$ cat src/rtl/shift_register_universal.sv
// Universal shift register: load, bidirectional shift, rotate, arithmetic shift, clear,
// plus a frame counter that pulses word_ready every WIDTH shifts. Define SHADOW_EN to add word_out.
module shift_register_universal #(
    parameter int               WIDTH       = 8,
    parameter logic [WIDTH-1:0] RESET_VALUE = {WIDTH{1'b0}}
) (
    input  logic                     clock,
    input  logic                     reset,
    input  logic                     enable,
    input  logic [2:0]               mode,
    input  logic                     serial_in_left,
    input  logic                     serial_in_right,
    input  logic [WIDTH-1:0]         parallel_in,
    output logic [WIDTH-1:0]         q,
    output logic                     serial_out_left,
    output logic                     serial_out_right,
    output logic [$clog2(WIDTH)-1:0] count,
`ifdef SHADOW_EN
    output logic [WIDTH-1:0]         word_out,
`endif
    output logic                     word_ready
);

    localparam int CW = $clog2(WIDTH);
    localparam logic [CW-1:0] LAST = CW'(WIDTH - 1);

    typedef enum logic [2:0] {
        M_HOLD  = 3'b000,
        M_SHR   = 3'b001,
        M_SHL   = 3'b010,
        M_LOAD  = 3'b011,
        M_ROTR  = 3'b100,
        M_ROTL  = 3'b101,
        M_CLEAR = 3'b110,
        M_ASR   = 3'b111
    } mode_e;

    logic [WIDTH-1:0] q_q, q_d;
    logic [CW-1:0]    count_q, count_d;
    logic             word_ready_q, word_ready_d;
    logic             counting;

    always_comb begin
        q_d          = q_q;
        count_d      = count_q;
        word_ready_d = 1'b0;
        counting     = 1'b0;
        if (enable) begin
            case (mode_e'(mode))
                M_HOLD:  ;
                M_SHR:   begin q_d = {serial_in_left, q_q[WIDTH-1:1]};  counting = 1'b1; end
                M_SHL:   begin q_d = {q_q[WIDTH-2:0], serial_in_right}; counting = 1'b1; end
                M_LOAD:  begin q_d = parallel_in;                       count_d = '0;    end
                M_ROTR:  begin q_d = {q_q[0], q_q[WIDTH-1:1]};          counting = 1'b1; end
                M_ROTL:  begin q_d = {q_q[WIDTH-2:0], q_q[WIDTH-1]};    counting = 1'b1; end
                M_CLEAR: begin q_d = '0;                                count_d = '0;    end
                M_ASR:   begin q_d = {q_q[WIDTH-1], q_q[WIDTH-1:1]};    counting = 1'b1; end
                default: ;
            endcase
            // Every shift-type op advances the frame; wrapping marks a complete word.
            if (counting) begin
                if (count_q == LAST) begin
                    count_d      = '0;
                    word_ready_d = 1'b1;
                end else begin
                    count_d = count_q + 1'b1;
                end
            end
        end
    end

    always_ff @(posedge clock) begin
        if (reset) begin
            q_q          <= RESET_VALUE;
            count_q      <= '0;
            word_ready_q <= 1'b0;
        end else begin
            q_q          <= q_d;
            count_q      <= count_d;
            word_ready_q <= word_ready_d;
        end
    end

`ifdef SHADOW_EN
    logic [WIDTH-1:0] word_out_q, word_out_d;

    // Captures the completed word so it stays stable while the next frame shifts in.
    always_comb begin
        word_out_d = word_out_q;
        if (word_ready_d) word_out_d = q_d;
    end

    always_ff @(posedge clock) begin
        if (reset) word_out_q <= '0;
        else       word_out_q <= word_out_d;
    end

    assign word_out = word_out_q;
`endif

    assign q                = q_q;
    assign count            = count_q;
    assign word_ready       = word_ready_q;
    assign serial_out_left  = q_q[WIDTH-1];
    assign serial_out_right = q_q[0];

endmodule

$ cat config.mk
export PLATFORM = sky130hd
export DESIGN_NAME = shift_register_universal
export DESIGN_NICKNAME = d
export VERILOG_FILES = /design/src/rtl/shift_register_universal.sv
export SDC_FILE = /design/constraint.sdc
export NUM_CORES = 1
export LEC_CHECK = 0
export ABC_AREA = 1
export BUFFER_PORTS_ARGS = -buffer_cell sky130_fd_sc_hd__clkbuf_2
export CAP_MARGIN = 10
export CORE_MARGIN = 5
export CORE_UTILIZATION = 45
export DETAILED_ROUTE_END_ITERATION = 16
export PLACE_DENSITY = 0.77
export RECOVER_POWER = 50
export SLEW_MARGIN = 20
export SYNTH_ARGS = -nofsm -noshare
export SYNTH_HDL_FRONTEND = slang
export SYNTH_SLANG_ARGS = --single-unit
$ cat constraint.sdc
create_clock -name clock -period 1.24 [get_ports clock]
set_input_delay 0.248 -clock clock [delete_from_list [all_inputs] [get_ports clock]]
set_output_delay 0.248 -clock clock [all_outputs]
set_load 0.01 [all_outputs]
-- Yosys cells after proc, flatten, opt, wreduce, memory -nomap -nowiden
Index checks and enable logic that the tools add are counted.
- register bits after elaboration: 12
- bits of input ports: 16
- logic and storage cells: 32
- add/subtract/negate cells: 1
- equality and inequality tests: 8
- multiplexer cells: 7
- bitwise gates (word level): 3
- reduce and logical (&&, ||, !) cells: 9
- operator list (cell ; count):
    one-hot mux 8 bit (7 select lines) ; 1
    == test 3 bit (second input constant) ; 5
    2-to-1 mux 3 bit ; 3
    nonzero test 7 bit ; 1
    == test 3 x 2 -> 1 bit (second input constant) ; 2
    nonzero test 6 bit ; 1
    OR reduction 5 bit ; 1
    AND reduction 2 bit ; 2
    adder 3 x 1 -> 3 bit (second input constant) ; 1
    == test 3 x 1 -> 1 bit (second input constant) ; 1
    2-to-1 mux 1 bit ; 3
    NOT 1 bit ; 3
    AND reduction 3 bit ; 1
    OR reduction 3 bit ; 1
    nonzero test 2 bit ; 1
    OR reduction 2 bit ; 1

-- Longest topological paths before layout
Gate-level depths: netlist (run 1).
- depth in word-level cells: 6
- mapped depth: 8

-- Least setup slack after synthesis (run 1)
Ideal clock, no wire load.
- path type: register -> register
- from: register count_q[0] (netlist: count[0])
- to: register count_q[0] (netlist: count[0])
- data arrival time: 0.979 ns
- required time: 1.170 ns
- path slack: 0.192 ns
- stages on the path, launching flop included: 6
- period minus slack after synthesis: 1.048 ns
- cells stage by stage: dfxtp_1 ha_1 ha_1 nor2_1 nand3_1 a21oi_1
- longest elaborated chain between the ends: 3
- RTL lines (what ; RTL line ; RTL):
    from (decl) ; 39 ; logic [CW-1:0] count_q, count_d;
    from (signal assigned) ; 79 ; count_q <= count_d;
    adder 3 x 1 -> 3 bit / == test 3 bit (equally long branches) ; 66, 62 ;
    2-to-1 mux 3 bit * ; 62 ; if (count_q == LAST) begin
    2-to-1 mux 3 bit * ; 61 ; if (counting) begin
Mark *: on every way between the ends. The rest lies on a longest branch, timed or not.
A chain may end at the register's enable or synchronous reset.

-- Worst setup path in the final report (run 1)
- from: register q_q[7] (netlist: q[7])
- to: output port serial_out_left
- RTL lines (what ; RTL line ; RTL):
    from (decl) ; 38 ; logic [WIDTH-1:0] q_q, q_d;
    from (signal assigned) ; 78 ; q_q <= q_d;
    to (decl) ; 15 ; output logic serial_out_left,
No word-level cell between the ends.

==> results of run 1 <==
-- flip-flops by register name, indices dropped and copies added (netlist names) --
| name | count |
|---|---|
| count | 3 |
| word_ready | 1 |
| q | 8 |
-- stage by stage --
stage	std cells	setup slack, ps
6_report	141	122
2_1_floorplan	95	192
4_1_cts	141	117
3_3_place_gp	137	75.0
5_1_grt	141	35.8
3_5_place_dp	137	84.2
-- power by group through the flow --
stage,registers [mW],logic (mW),clock network [mW]
2_1_floorplan,0.447,0.106,0
3_3_place_gp,0.440,0.180,0
3_5_place_dp,0.440,0.183,0
4_1_cts,0.432,0.183,0.320
5_1_grt,0.436,0.202,0.343
6_report,0.432,0.178,0.306
-- per-layer routing --
| metal | up-vias | part of all wire | global-route usage |
|---|---|---|---|
| li1 | 396 | - | - |
| met1 | 346 | 0.42 | 0.170 |
| met2 | 25 | 0.50 | 0.237 |
| met3 | 2 | 0.072 | 0.0583 |
| met4 | 0 | 0.0030 | 0.0135 |
| met5 | - | 0 | 0 |
-- logic make-up after synthesis --
family,count (synthesis)
AOI/OAI and AO/OA,32
and+or+nand+nor,38
DFF,12
adders and majority gates,2
buffers and inverters,11
-- worst min path at each step --
stage | from | endpoint | cells after the start
after CTS | reset | count[1] | 2
after global placement | count[2] | count[2] | 2
after detailed placement | count[2] | count[2] | 2
final | reset | count[0] | 2
after global routing | reset | count[1] | 2
after floorplan | reset | count[0] | 1
-- cells in the mapped netlist --
master   count  area (µm²)
o21ai_0      7        35.0
nand2_1     15        56.3
buf_4        2        15.0
a22oi_1      6        45.0
nor2_1       6        22.5
nor2_2       1        6.26
nor3_1       1        5.00
nand3_1     11        55.1
nand4_1      2        12.5
a21oi_1     19        95.1
inv_1        7        26.3
ha_1         2        25.0
dfxtp_1     12         240
buf_6        2        22.5
nand2_2      2        12.5
-- area by class of cell --
| cell class | instances | area [µm²] |
|---|---|---|
| Multi-Input combinational cell | 72 | 365 |
| Inverter | 7 | 26.3 |
| Fill cell | 166 | 638 |
| Tap cell | 16 | 20.0 |
| Sequential cell | 12 | 240 |
| Clock buffer | 4 | 36.3 |
| Timing Repair Buffer | 30 | 145 |
==> impl_metrics.csv, run 1 <==
group,metric,value,unit
run_status,result_of_the_run,"finished, final reports clean",
timing,layout_min_cycle_time,1120,ps
cells_and_area,post-route-cell-area,833,µm²
power,comb_power_share,0.194,
critical_path,startpoint,"q[7]",
timing,max_slew.worst_pin.slew,281,ps
detailed_routing,number_of_vias_after_detailed_routing,769,
floorplan,num_rows,14,
power,static-leakage-power,0.412,nW
critical_path,worst_reg_to_reg_setup_slack,160,ps
clocking,cts_repair_resize_count,0,
global_routing,pin_count_of_the_biggest_net_entering_global_routing,11,
cells_and_area,utilization,0.566,
clocking,cts-htree-levels,1,
global_routing,grt_util_all_layers,0.140,
critical_path,critical_path.startpoint_type,"register",
synth,post_synth_instance_area,674,µm²
clocking,tritoncts_clock_tree,"built",
synth,fraction_of_synthesized_cell_area_in_xor_and_xnor_cells,0,
clocking,clkSinkCount,12,
floorplan,die_x,48.7,µm
power,p_switching,259,µW
floorplan,core_area,1470,µm²
critical_path,crit-reg2reg-capture,"count[0]",
critical_path,cp-endpoint,"serial_out_left",
cells_and_area,mostFrequentLayoutCell,"clkbuf_2",
power,power-per-cell-area,1100,nW/µm²
synth,compound_cell_area_share_of_the_yosys_netlist,0.260,
critical_path,timing.critical_path.arrival,870,ps
synth,synth_cell_types,15,
power,vdd_drop_max,967,µV
timing,setup_tns,0,ps
job,max_cap_violations,0,
placement,routabilityCongestion,0.813,
critical_path,critical_path_required,990,ps
clocking,worst_skew_pair.late_latency,270,ps
timing,timing.final.setup_violations,0,
critical_path,critical-path-top-delay-family,"flip-flops",
global_routing,antenna_found_initial,0,
timing,fmax,894,MHz
clocking,number_of_buffers_added_to_fix_hold_violations_after_cts,0,
floorplan,number_of_i_o_pins,30,
timing,finClkSkew,2.60,ps
synth,synth-simple-area-share,0.252,
clocking,cts.path.max_buffers,2,
power,finalPower,916,µW
synth,synth_sequential_area_ratio,0.356,
critical_path,max_stage_delay,430,ps
synth,synth-adder-area-share,0.0371,
timing,rsz_0062_raised_after_global_routing,"no",
power,cell_internal_pwr,657,µW
critical_path,worst_setup_path_end_kind,"primary output",
cells_and_area,final_layout_size_suffix_gt1_frac,0.248,
clocking,clkTransAtPathRegs,80,ps
cells_and_area,area_delta_synth_final,23.6,%
clocking,cts_root_buf,"clkbuf_4",
timing,post_route_hold_slack,224,ps
critical_path,crit_buf_inv,1,
timing,final_clock_period_utilization_by_the_worst_path,0.902,
cells_and_area,nNetsFinal,144,
clocking,postCtsSetupRepairBufs,0,
detailed_routing,route.antenna.remaining_nets,0,
cells_and_area,layout.cells.most_common_list,"26 x clkbuf_2, 19 x a21oi_1, 17 x nand2_1, 12 x dfxtp_1, 11 x nand3_1",
synth,synth_seq_cells,12,
synth,syn-mean-instance-area,7.10,µm²
cells_and_area,num_antenna_cells,0,
detailed_routing,firstDrtPassIters,4,
critical_path,cpMaxStageDelayCell,"dfxtp_1",
synth,synthesized_net_count,113,
floorplan,die_area,2370,µm²
detailed_routing,vias_per_cell,5.45,
synth,syn-instance-count,95,
power,clock_power_share,0.334,
timing,slew_viol_final,0,
critical_path,crit_cells,1,
detailed_routing,remaining_drc_errors,0,
critical_path,crit-reg2reg-launch,"count[0]",
timing,hold_viol_final,0,
global_routing,total_overflow_reported_by_the_global_router,0,
critical_path,largest_fanout_on_the_critical_path,5,
timing,slew_headroom,0.812,
worst_hold_path,min_path_type,"in2reg",
detailed_routing,final_wl,1650,µm
power,sw_frac_of_total,0.282,
critical_path,path_cells,"clkbuf_2",
global_routing,grt_first_pass_wirelength,2770,µm
detailed_routing,drt_iter0_markers,23,
floorplan,starting_density_of_the_core,0.458,
placement,post_dp_cell_area,810,µm²
synth,combinational_family_with_the_most_area_after_synthesis,"compound AO/OA/AOI/OAI gates",
detailed_routing,avgRoutedWirePerCell,11.7,µm
synth,yosys_warnings,0,
global_routing,number_of_global_route_vias_before_repair,667,
floorplan,fp.dieH,48.7,µm
placement,dpl.hpwl,1300,µm
synth,mux_contribution_to_synthesized_area,0,
critical_path,worst-setup-path-type,"reg2out",
critical_path,worst_r2r_path_depth,5,
clocking,cts_inserted_buffers,3,
placement,portBuffers,29,
power,seqPwrFrac,0.472,
Power figures use the tool's default switching activity.
==> inputs of run 2 (changes only) <==
--- a/config.mk
+++ b/config.mk
@@ -5,11 +5,11 @@
 export SDC_FILE = /design/constraint.sdc
 export NUM_CORES = 1
 export LEC_CHECK = 0
-export ABC_AREA = 1
 export BUFFER_PORTS_ARGS = -buffer_cell sky130_fd_sc_hd__clkbuf_2
 export CAP_MARGIN = 10
+export CORE_ASPECT_RATIO = 1.2
 export CORE_MARGIN = 5
-export CORE_UTILIZATION = 45
+export CORE_UTILIZATION = 47
 export DETAILED_ROUTE_END_ITERATION = 16
 export PLACE_DENSITY = 0.77
 export RECOVER_POWER = 50
==> run 2 against run 1 <==
Effect of this change:
- total power rose by 9.3%
- critical path depth did not move
- first-iteration DRC count fell by 39%
- hold slack improved by 27 ps
- flip-flop and latch count did not move
- synthesized cell count did not move
==> impl_metrics.csv, run 2 <==
group,metric,value,unit
run_status,result_of_the_run,"finished, final reports clean",
floorplan,starting_density_of_the_core,0.493,
timing,finClkSkew,7.36,ps
detailed_routing,avgRoutedWirePerCell,13.6,µm
critical_path,largest_fanout_on_the_critical_path,4,
synth,yosys_warnings,0,
power,static-leakage-power,0.431,nW
global_routing,total_overflow_reported_by_the_global_router,0,
timing,max_slew.worst_pin.slew,318,ps
synth,post_synth_arst_share,0,
clocking,worst_skew_pair.late_latency,280,ps
clocking,clkTransAtPathRegs,80,ps
power,finalPower,1.00,mW
timing,slew_viol_final,0,
critical_path,crit_buf_inv,1,
timing,fmax,916,MHz
cells_and_area,nNetsFinal,145,
critical_path,timing.critical_path.arrival,840,ps
power,p_switching,303,µW
cells_and_area,max_reg_flops,8,
timing,rsz_0062_raised_after_global_routing,"no",
power,cell_internal_pwr,697,µW
power,sw_frac_of_total,0.303,
worst_hold_path,min_path_type,"in2reg",
floorplan,die_x,47.9,µm
worst_hold_path,min_path_cells,3,
critical_path,critical_path.startpoint_type,"register",
synth,synth-main-ff-cell,"dfxtp_1",
placement,portBuffers,29,
synth,synth_most_common_cell,"dfxtp_1",
critical_path,worst-setup-path-type,"reg2out",
cells_and_area,mostFrequentLayoutCell,"clkbuf_2",
critical_path,max_stage_delay,400,ps
timing,post_route_hold_slack,251,ps
placement,placed_cells_incl_taps,140,
placement,routabilityCongestion,0.826,
power,seqPwrFrac,0.435,
clocking,postCtsSetupRepairBufs,0,
cells_and_area,layoutNonFillerInstCount,144,
critical_path,crit-reg2reg-capture,"count[2]",
cells_and_area,layout.cells.most_common_list,"25 x clkbuf_2, 12 x dfxtp_1, 10 x o21ai_0, 10 x nor2_1, 9 x nand2_1",
synth,syn-mean-instance-area,8.52,µm²
clocking,cts_repair_resize_count,0,
synth,synth_area_leader_cell,"dfxtp_1",
cells_and_area,post-route-cell-area,981,µm²
clocking,clkSinkCount,12,
job,max_cap_violations,0,
critical_path,worst_r2r_path_depth,3,
critical_path,worst_setup_path_end_kind,"primary output",
synth,syn-instance-count,95,
clocking,number_of_buffers_added_to_fix_hold_violations_after_cts,0,
worst_hold_path,min_to,"q[0]",
critical_path,critical-path-top-delay-family,"flip-flops",
timing,timing.final.setup_violations,0,
detailed_routing,number_of_vias_after_detailed_routing,812,
timing,layout_min_cycle_time,1090,ps
detailed_routing,drt_iter0_markers,14,
detailed_routing,final_wl,1960,µm
floorplan,number_of_i_o_pins,30,
clocking,cts_root_buf,"clkbuf_4",
placement,dpl.hpwl,1500,µm
detailed_routing,vias_per_cell,5.64,
synth,synth_seq_cells,12,
synth,synth_sequential_area_ratio,0.297,
floorplan,die_area,2660,µm²
cells_and_area,utilization,0.598,
clocking,cts-htree-levels,1,
placement,post_dp_cell_area,956,µm²
clocking,cts.path.max_buffers,2,
synth,synthesized_net_count,113,
power,vdd_drop_max,660,µV
synth,synth_top_cell_area_share,0.297,
global_routing,antenna_found_initial,0,
timing,final_clock_period_utilization_by_the_worst_path,0.881,
power,comb_power_share,0.250,
critical_path,crit-reg2reg-launch,"count[0]",
detailed_routing,firstDrtPassIters,4,
cells_and_area,num_antenna_cells,0,
synth,synth_edf_count,0,
timing,slew_headroom,0.788,
clocking,cts_inserted_buffers,3,
power,power-per-cell-area,1020,nW/µm²
detailed_routing,remaining_drc_errors,0,
clocking,tritoncts_clock_tree,"built",
critical_path,cpMaxStageDelayCell,"dfxtp_1",
critical_path,critical_path_required,990,ps
global_routing,number_of_global_route_vias_before_repair,779,
critical_path,worst_reg_to_reg_setup_slack,150,ps
global_routing,pin_count_of_the_biggest_net_entering_global_routing,16,
cells_and_area,area_delta_synth_final,21.2,%
power,clock_power_share,0.316,
synth,synthTopCellsByCount,"12 x dfxtp_1, 10 x nor2_1, 10 x o21ai_0, 8 x nand2_1",
detailed_routing,route.antenna.remaining_nets,0,
worst_hold_path,hp-start,"parallel_in[0]",
floorplan,fp.dieH,55.5,µm
synth,synth_cell_types,34,
synth,post_synth_instance_area,810,µm²
floorplan,core_area,1640,µm²
cells_and_area,final_layout_size_suffix_gt1_frac,0.373,
timing,hold_viol_final,0,
critical_path,path_cells,"clkbuf_2",
global_routing,grt_first_pass_wirelength,3210,µm
floorplan,num_rows,16,
global_routing,grt_util_all_layers,0.165,
synth,post_synth_main_area_contributors,"dfxtp_1 30%, a211oi_2 9.3%, o21ai_0 6.2%",
==> run 2: changes by cell type after synthesis, sizes merged, moves of 2 or more <==
| cell | before | now |
|---|---|---|
| nor2 | 7 | 11 |
| a22o | 0 | 3 |
| a22oi | 6 | 0 |
| buf | 4 | 8 |
| nand4 | 2 | 0 |
| a211oi | 0 | 7 |
| a21oi | 19 | 3 |
| nand3b | 0 | 2 |
| inv | 7 | 4 |
| nand2 | 17 | 9 |
| nand3 | 11 | 1 |
| o21ai | 7 | 15 |
| o211ai | 0 | 6 |
==> run 2: worst max path at each step <==
stage                         from               to  cells past startpoint
after floorplan           count[0]         count[2]                      3
after global placement     mode[0]         count[2]                      5
after detailed placement   mode[2]         count[1]                      5
after CTS                 count[0]         count[2]                      3
after global routing          q[0]             q[0]                      1
final                         q[7]  serial_out_left                      1
==> run 2: cell families after synthesis <==
family          synth area share
fa+ha+maj                 0.0309
xor+xnor                  0.0108
buf+inv                    0.100
compound gates             0.363
flops                      0.297
simple gates               0.198
==> run 2: through the flow <==
step / TNS [ps] / setup slack [ps]
finish: 0 / 148
global route: 0 / 90.0
CTS: 0 / 145
detailed placement: -351 / -77.6
global placement: -210 / -63.1
floorplan: 0 / 142
==> run 2: layer usage <==
layer | wire length [µm] | vias up | global-route usage
li1 | - | 411 | -
met1 | 826 | 362 | 0.196
met2 | 935 | 31 | 0.250
met3 | 120 | 8 | 0.0292
met4 | 82 | 0 | 0.115
met5 | 0 | - | 0
==> run 2: final cells by class <==
| class | count | area (µm²) |
|---|---|---|
| Timing Repair Buffer | 35 | 185 |
| Multi-Input combinational cell | 71 | 482 |
| Fill cell | 171 | 661 |
| Tap cell | 18 | 22.5 |
| Inverter | 4 | 15.0 |
| Sequential cell | 12 | 240 |
| Clock buffer | 4 | 36.3 |
==> run 2: power by group through the flow <==
stage | registers [mW] | clock network, mW | logic (mW)
after CTS | 0.434 | 0.323 | 0.256
final | 0.435 | 0.316 | 0.250
after global routing | 0.440 | 0.341 | 0.278
after detailed placement | 0.443 | 0 | 0.254
after global placement | 0.442 | 0 | 0.250
after floorplan | 0.449 | 0 | 0.170
